### config.mk
export PLATFORM = sky130hd
export DESIGN_NAME = prog_counter
export DESIGN_NICKNAME = d
export VERILOG_FILES = /design/src/rtl/prog_counter.sv
export SDC_FILE = /design/constraint.sdc
export NUM_CORES = 1
export LEC_CHECK = 0
export CAP_MARGIN = 20
export CORE_UTILIZATION = 52
export CTS_CLUSTER_DIAMETER = 30
export DETAILED_ROUTE_END_ITERATION = 8
export PLACE_DENSITY = 0.85
export RECOVER_POWER = 50
export SKIP_LAST_GASP = 1
export SLEW_MARGIN = 20
export SYNTH_ARGS = -nofsm -noshare
export SYNTH_HDL_FRONTEND = slang
export SYNTH_SLANG_ARGS = --single-unit
### constraint.sdc
create_clock -name clock50 -period 8.81 [get_ports clock50]
set_clock_uncertainty 0.05 [all_clocks]
set_input_delay 2.643 -clock clock50 [delete_from_list [all_inputs] [get_ports clock50]]
set_output_delay 2.643 -clock clock50 [all_outputs]
set_load 0.01 [all_outputs]
### src/rtl/prog_counter.sv
// Up/down modulo timer with terminal pulse and sticky one-shot done.
// Define PROG_COUNTER_PRESCALER_EN to divide steps by PRESCALE.
module prog_counter #(
    parameter int WIDTH    = 10,
    parameter int PRESCALE = 50000
) (
    input  logic             clock50,
    input  logic             Mr,
    input  logic             En,
    input  logic             load_en,
    input  logic [WIDTH-1:0] load_value,
    input  logic [WIDTH-1:0] limit,
    input  logic             up_down,
    input  logic             one_shot,
    output logic [WIDTH-1:0] Qout,
    output logic             Tc,
    output logic             done
);

    logic             step;
    logic             term;
    logic [WIDTH-1:0] next_q;
    logic             at_top;
    logic             at_zero;
    logic             above;

    assign at_top  = (Qout >= limit);
    assign at_zero = (Qout == '0);
    assign above   = (Qout > limit);

`ifdef PROG_COUNTER_PRESCALER_EN
    localparam int PW = $clog2(PRESCALE);

    logic [PW-1:0] pre_cnt;
    logic          tick;

    assign tick = (pre_cnt == PW'(PRESCALE - 1));
    assign step = En && !load_en && !done && tick;

    always_ff @(posedge clock50 or posedge Mr) begin
        if (Mr) begin
            pre_cnt <= '0;
        end else if (load_en) begin
            pre_cnt <= '0;
        end else if (En && !done) begin
            pre_cnt <= tick ? '0 : pre_cnt + 1'b1;
        end
    end
`else
    logic unused_prescale;

    assign unused_prescale = ^PRESCALE;
    assign step = En && !load_en && !done;
`endif

    // A count parked above limit (from a load) falls back to limit on a down step.
    always_comb begin
        term   = 1'b0;
        next_q = Qout;
        unique case (1'b1)
            up_down && at_top: begin
                term   = 1'b1;
                next_q = one_shot ? limit : '0;
            end
            up_down && !at_top: begin
                next_q = Qout + 1'b1;
            end
            !up_down && at_zero: begin
                term   = 1'b1;
                next_q = one_shot ? '0 : limit;
            end
            !up_down && !at_zero && above: begin
                next_q = limit;
            end
            default: begin
                next_q = Qout - 1'b1;
            end
        endcase
    end

    always_ff @(posedge clock50 or posedge Mr) begin
        if (Mr) begin
            Qout <= '0;
            Tc   <= 1'b0;
            done <= 1'b0;
        end else if (load_en) begin
            Qout <= load_value;
            Tc   <= 1'b0;
            done <= 1'b0;
        end else if (step) begin
            Qout <= next_q;
            Tc   <= term;
            if (term && one_shot) begin
                done <= 1'b1;
            end
        end else begin
            Tc <= 1'b0;
        end
    end

endmodule

==> results of run 1 <==
state kept, by name, indices dropped and copies added, names as in the netlist:
signal and cells:
done 1, Tc 1, Qout 10
worst max-delay path by stage:
stage	from	end
after detailed placement	limit[5]	Qout[6]$_DFFE_PP0P_
after global placement	limit[5]	Qout[6]$_DFFE_PP0P_
final	limit[5]	Qout[6]$_DFFE_PP0P_
after global routing	limit[5]	Qout[6]$_DFFE_PP0P_
after floorplan	limit[5]	Qout[6]$_DFFE_PP0P_
after CTS	limit[5]	Qout[6]$_DFFE_PP0P_
layout by cell type, fill, tap and decap left out, types with 2 or more instances in the layout:
cell,instances
nand2b_1,3
a21oi_1,11
dlygate4sd3_1,7
clkbuf_4,3
a221oi_1,3
and3_1,4
o21ai_0,10
mux2i_1,5
nand4_2,2
nor2_1,10
and4_1,2
o21a_1,2
o22ai_1,3
nand3_1,8
a22oi_1,3
a211oi_1,2
or4_1,2
clkdlybuf4s50_1,30
nand2_1,18
a31oi_1,3
nor3_1,4
ha_1,11
or3_1,5
a32oi_1,5
inv_1,20
nand4_1,2
dfrtp_1,12
cell families after synthesis:
family | after synthesis
adders and majority gates | 11
AOI/OAI and AO/OA | 53
DFF | 12
and+or+nand+nor | 70
buffers and inverters | 26
xor gates and xnor gates | 1
muxes | 6
layer usage:
layer  share of wire  GRT usage  routed length, um  vias up
li1                -          -                  -      745
met1            0.42      0.335               1740      728
met2            0.50      0.558               2070       70
met3           0.068     0.0650                283        6
met4           0.010     0.0921                 42        0
met5               0          0                  0        -
power by group through the flow:
stage / Combinational [mW] / Sequential [mW] / Clock [mW]
2_1_floorplan: 0.0832 / 0.0805 / 0
3_3_place_gp: 0.126 / 0.0825 / 0
3_5_place_dp: 0.130 / 0.0835 / 0
4_1_cts: 0.131 / 0.0823 / 0.0347
5_1_grt: 0.142 / 0.0840 / 0.0370
6_report: 0.130 / 0.0826 / 0.0342
worst max-delay path: cells and delay by family:
family,cells,cell delay (ns)
adder cells (fa/ha/maj),2,0.59
buffers and inverters,2,0.55
AO/OA/AOI/OAI,5,1.49
AND/OR/NAND/NOR,2,0.76
multiplexers,1,0.16
XOR/XNOR,1,0.21
through the flow:
stage	instance area [sq um]	power, mW
global route	1790	0.263
floorplan	1400	0.164
detailed placement	1770	0.213
global placement	1770	0.209
finish	1790	0.246
CTS	1790	0.248
area by class of cell:
| class | count | share of cell area |
|---|---|---|
| repair buffers | 37 | 0.207 |
| multi-input cells | 141 | 0.550 |
| well taps | 30 | 0.0210 |
| clock buffers | 3 | 0.0126 |
| inverters | 20 | 0.0419 |
| flip-flops and latches | 12 | 0.168 |
==> impl_metrics.ini, run 1 <==
[yosys]
ys_warn_count = 0
synth_area_leaders = dfrtp_1 (21%), ha_1 (9.8%), inv_1 (5.4%)
synth_edf_count = 0
synthCells = 179
ys_ff_latch = 12
synth.cell_area_sq_um = 1400
synth_compound_area_frac = 0.280
seq_area_frac_synth = 0.215
syn_area_per_cell_sq_um = 7.81
yosysMostFrequentCell = inv_1
synth.top_cells.by_count = inv_1 (20), nand2_1 (18), dfrtp_1 (12), a21oi_1 (11), ha_1 (11)
ys_async_sr_fraction = 1.00
yosys.area_share.simple = 0.275
synthMuxAreaShare = 0.0438
synth_top_family_by_area = compound AO/OA/AOI/OAI gates
yosys.area.top_type = dfrtp_1
synth_fp_nets = 216
synth_top_area_frac = 0.215
ys.flop_type = dfrtp_1
synth_fa_ha_area_frac = 0.0984
ys_types = 50
synth_xor_area_frac = 0.00626

[sta]
finalCriticalPeriod_ns = 6.30
setup_viol = 0
hold_slack_ns = 0.523
fmax_ghz = 0.159
post-route-period-util = 0.715
slew_headroom = 0.430
finalSetupTns_ns = 0
grt_setup_unrepaired = false
slew_violations = 0
hold_violations = 0
layout_setup_ws_ns = 2.51
worst_pin_slew_ns = 0.853

[power]
ir_drop_mv = 0.123
leakage_nw = 0.777
pwr-share-comb = 0.526
power_density_nw_per_um2 = 138
swShare = 0.429
p_sw_mw = 0.106
clock_power_share = 0.139
p_seq_frac = 0.335
p_int_mw = 0.141

[critical_path]
reg2reg_slack_ns = 4.90
crit_fanout = 13
end_kind = register
crit_path_cell_trace = clkdlybuf4s50_1, inv_1, ha_1, a21oi_1, o21ai_0, a2111oi_4, nand2_2, xor2_1, ha_1, or4_1, mux2i_1, a22oi_1, a221oi_1
start_kind = primary input
max_stage_delay_ns = 0.78
cp.required_ns = 8.93
worstRegToRegCells = 11
slowest_stage = a2111oi_4
crit_top_cell = ha_1
path_class = primary input to register
reg2reg_to = Qout[6]$_DFFE_PP0P_
cp_data_arrival_time_ns = 6.42
r2r-start = Qout[5]$_DFFE_PP0P_

[grt]
antenna_found_initial = 0
grt_pass1_vias = 1444
grt_start_max_net_pins = 20
grt_usage = 0.301
grt_pass1_wl_um = 6240
grt.overflow.total = 0

[detailed_routing]
first_pass_iters = 4
wirelength_um = 4140
drc = 0
wl_per_cell_um = 17.0
vias_per_cell = 6.37
first_iter_violations = 58
final_antenna_net_count = 0
vias = 1549

[clocking]
cts_tree = yes
h-tree-depth = 1
clk_path_buf_depth = 2
clkLatencyLatePin_ns = 0.27
clock_sinks = 12
cts_root_buf = clkbuf_4
post_cts_resized = 0
cts_hold_buf = 0
post-cts-setup-buffer-count = 0
clk_pin_slew_ns = 0.07
cts_made_buffers = 3

[die]
pin_count = 38
design.core.area_sq_um = 2500
rows = 18
die_x_um = 53.9
dieArea_sq_um = 2900
die_h_um = 53.9
initial_core_util = 0.560

[finish]
multi_input_area_sq_um = 985
finalNonFillerCells = 243
drive_gt1_frac = 0.0845
synthToLayoutAreaGrowth_pct = 28.0
ff_latch_area_sq_um = 300
fin_nets = 252
final_util = 0.716
num-fill-cells = 206
n_antenna_cell = 0

[placed_design]
io_buffer_count = 37
placedCellCount = 240
dpl.hpwl_um = 3150
preCtsSetupSlack_ns = 2.26
place_congestion = 0.889

[job]
max_cap_viol_count = 0

[hold_path]
hold_class = register to register
worstHoldStart = done$_DFFE_PP0P_
hold-path-cell-count = 1
whs_endpoint = done$_DFFE_PP0P_

[outcome]
status = finished, final reports clean
Note: power is estimated with default switching activity, not from simulation.
==> run 2, diff against run 1 <==
--- a/config.mk
+++ b/config.mk
@@ -6,10 +6,10 @@
 export NUM_CORES = 1
 export LEC_CHECK = 0
 export CAP_MARGIN = 20
-export CORE_UTILIZATION = 52
+export CORE_UTILIZATION = 49
 export CTS_CLUSTER_DIAMETER = 30
 export DETAILED_ROUTE_END_ITERATION = 8
-export PLACE_DENSITY = 0.85
+export PLACE_DENSITY = 0.81
 export RECOVER_POWER = 50
 export SKIP_LAST_GASP = 1
 export SLEW_MARGIN = 20
==> constraint.sdc (replaced) <==
create_clock -name clock50 -period 5.95 [get_ports clock50]
set_clock_uncertainty 0.05 [all_clocks]
set_input_delay 1.785 -clock clock50 [delete_from_list [all_inputs] [get_ports clock50]]
set_output_delay 1.785 -clock clock50 [all_outputs]
set_load 0.01 [all_outputs]
==> run 2 against run 1 <==
Sequential share of layout area fell by 0.21 points. Cell count rose by 1.2%. Core utilization fell by 5.3 points. Sequential cell count did not move. Count of clock-buffer cells in the layout rose by 1. Combinational power rose by 54%. Global-route usage barely moved. Setup slack got worse by 1.6 ns. Die area rose by 5.9%. Critical path type unchanged. Highest routed layer unchanged.
==> impl_metrics.ini, run 2 (synthesis results as in run 1) <==
[outcome]
status = finished, final reports clean

[clocking]
clock_sinks = 12
post_cts_resized = 0
clk_path_buf_depth = 2
cts_made_buffers = 3
cts_tree = yes
h-tree-depth = 1
cts_root_buf = clkbuf_4
clk_pin_slew_ns = 0.10
post-cts-setup-buffer-count = 0
cts_hold_buf = 0
clkLatencyLatePin_ns = 0.29

[detailed_routing]
wirelength_um = 4550
final_antenna_net_count = 0
first_iter_violations = 92
vias_per_cell = 6.54
vias = 1608
first_pass_iters = 4
drc = 0
wl_per_cell_um = 18.5

[grt]
grt_pass1_vias = 1609
grt_pass1_wl_um = 7250
grt_start_max_net_pins = 20
antenna_found_initial = 0
grt_usage = 0.300
grt.overflow.total = 0

[hold_path]
hold_class = register to register
hold-path-cell-count = 1

[sta]
slew_headroom = 0.435
worst_pin_slew_ns = 0.845
post-route-period-util = 0.853
grt_setup_unrepaired = false
finalCriticalPeriod_ns = 5.07
slew_violations = 0
layout_setup_ws_ns = 0.876
setup_viol = 0
hold_violations = 0
fmax_ghz = 0.197
finalSetupTns_ns = 0

[power]
power_density_nw_per_um2 = 217
leakage_nw = 0.788
ir_drop_mv = 0.167

[critical_path]
cp.required_ns = 6.10
path_class = primary input to register
end_kind = register
worstRegToRegCells = 11
crit_fanout = 6
cp_data_arrival_time_ns = 5.22
start_kind = primary input

[die]
rows = 19
dieArea_sq_um = 3070
design.core.area_sq_um = 2730
initial_core_util = 0.512
pin_count = 38
die_x_um = 55.4
die_h_um = 55.4

[finish]
n_antenna_cell = 0
layout_common_cells = clkdlybuf4s50_1 (30), inv_1 (20), nand2_1 (18)
synthToLayoutAreaGrowth_pct = 29.6
drive_gt1_frac = 0.0930
final_common_cell = clkdlybuf4s50_1
largest_register = Qout
reg_top3 = Qout (10), Tc (1), done (1)
finalNonFillerCells = 246
largest_register_ff_count = 10
fin_nets = 253

[placed_design]
io_buffer_count = 37
placedCellCount = 242
preCtsSetupSlack_ns = 0.670
dpl.hpwl_um = 3430
place_congestion = 0.936

[job]
max_cap_viol_count = 0
-- run 2: changes by cell type in the layout (fill, tap and decap cells not counted) --
cell / delta
buf_4: +1
clkbuf_8: +1
-- run 2: worst max-delay path, cell delays in order --
cell	delay (ns)
clkdlybuf4s50_1	0.50
inv_1	0.07
ha_1	0.34
a21oi_1	0.14
o21ai_0	0.20
a2111oi_4	0.46
nand2_2	0.18
xor2_1	0.18
ha_1	0.25
or4_1	0.52
mux2i_1	0.17
a22oi_1	0.11
a221oi_1	0.30
-- run 2: stage by stage --
stage	hold WS [ns]	util	cell area, sq um	total power, mW
6_report	0.514	0.663	1810	0.393
5_1_grt	0.532	0.663	1810	0.415
4_1_cts	0.519	0.663	1810	0.394
3_5_place_dp	0.497	0.650	1780	0.320
3_3_place_gp	0.482	0.650	1780	0.314
2_1_floorplan	0.527	-	1400	0.242
-- run 2: path summary, 6_finish.rpt --
| kind | from | end | slack, ns |
|---|---|---|---|
| setup / recovery | limit[5] | Qout[6]$_DFFE_PP0P_ | 0.88 |
| hold / removal | done$_DFFE_PP0P_ | done$_DFFE_PP0P_ | 0.51 |
| setup reg to reg | Qout[3]$_DFFE_PP0P_ | Qout[6]$_DFFE_PP0P_ | 2.43 |
| hold reg to reg | done$_DFFE_PP0P_ | done$_DFFE_PP0P_ | 0.51 |
| max in group asynchronous | Mr | Qout[9]$_DFFE_PP0P_ | 3.57 |
| min in group asynchronous | Mr | Qout[0]$_DFFE_PP0P_ | 1.91 |
-- run 2: layout make-up --
| cell class | instances | area [sq um] |
|---|---|---|
| clock buffers | 4 | 36.3 |
| fillers | 262 | 921 |
| inverters | 20 | 75.1 |
| multi-input cells | 141 | 985 |
| flip-flops and latches | 12 | 300 |
| well taps | 31 | 38.8 |
| repair buffers | 38 | 378 |
-- run 2: routing by layer --
metal | vias up | wire length [um] | track usage
met3 | 20 | 345 | 0.0468
li1 | 743 | - | -
met1 | 752 | 1810 | 0.344
met5 | - | 0 | 0
met2 | 93 | 2240 | 0.534
met4 | 0 | 163 | 0.157
-- run 2: where the power goes --
group | internal, mW | leakage (nW) | total [mW] | switching, mW
registers | 0.0929 | 0.142 | 0.121 | 0.0285
logic | 0.0944 | 0.625 | 0.200 | 0.105
clock network | 0.0373 | 0.0210 | 0.0722 | 0.0349
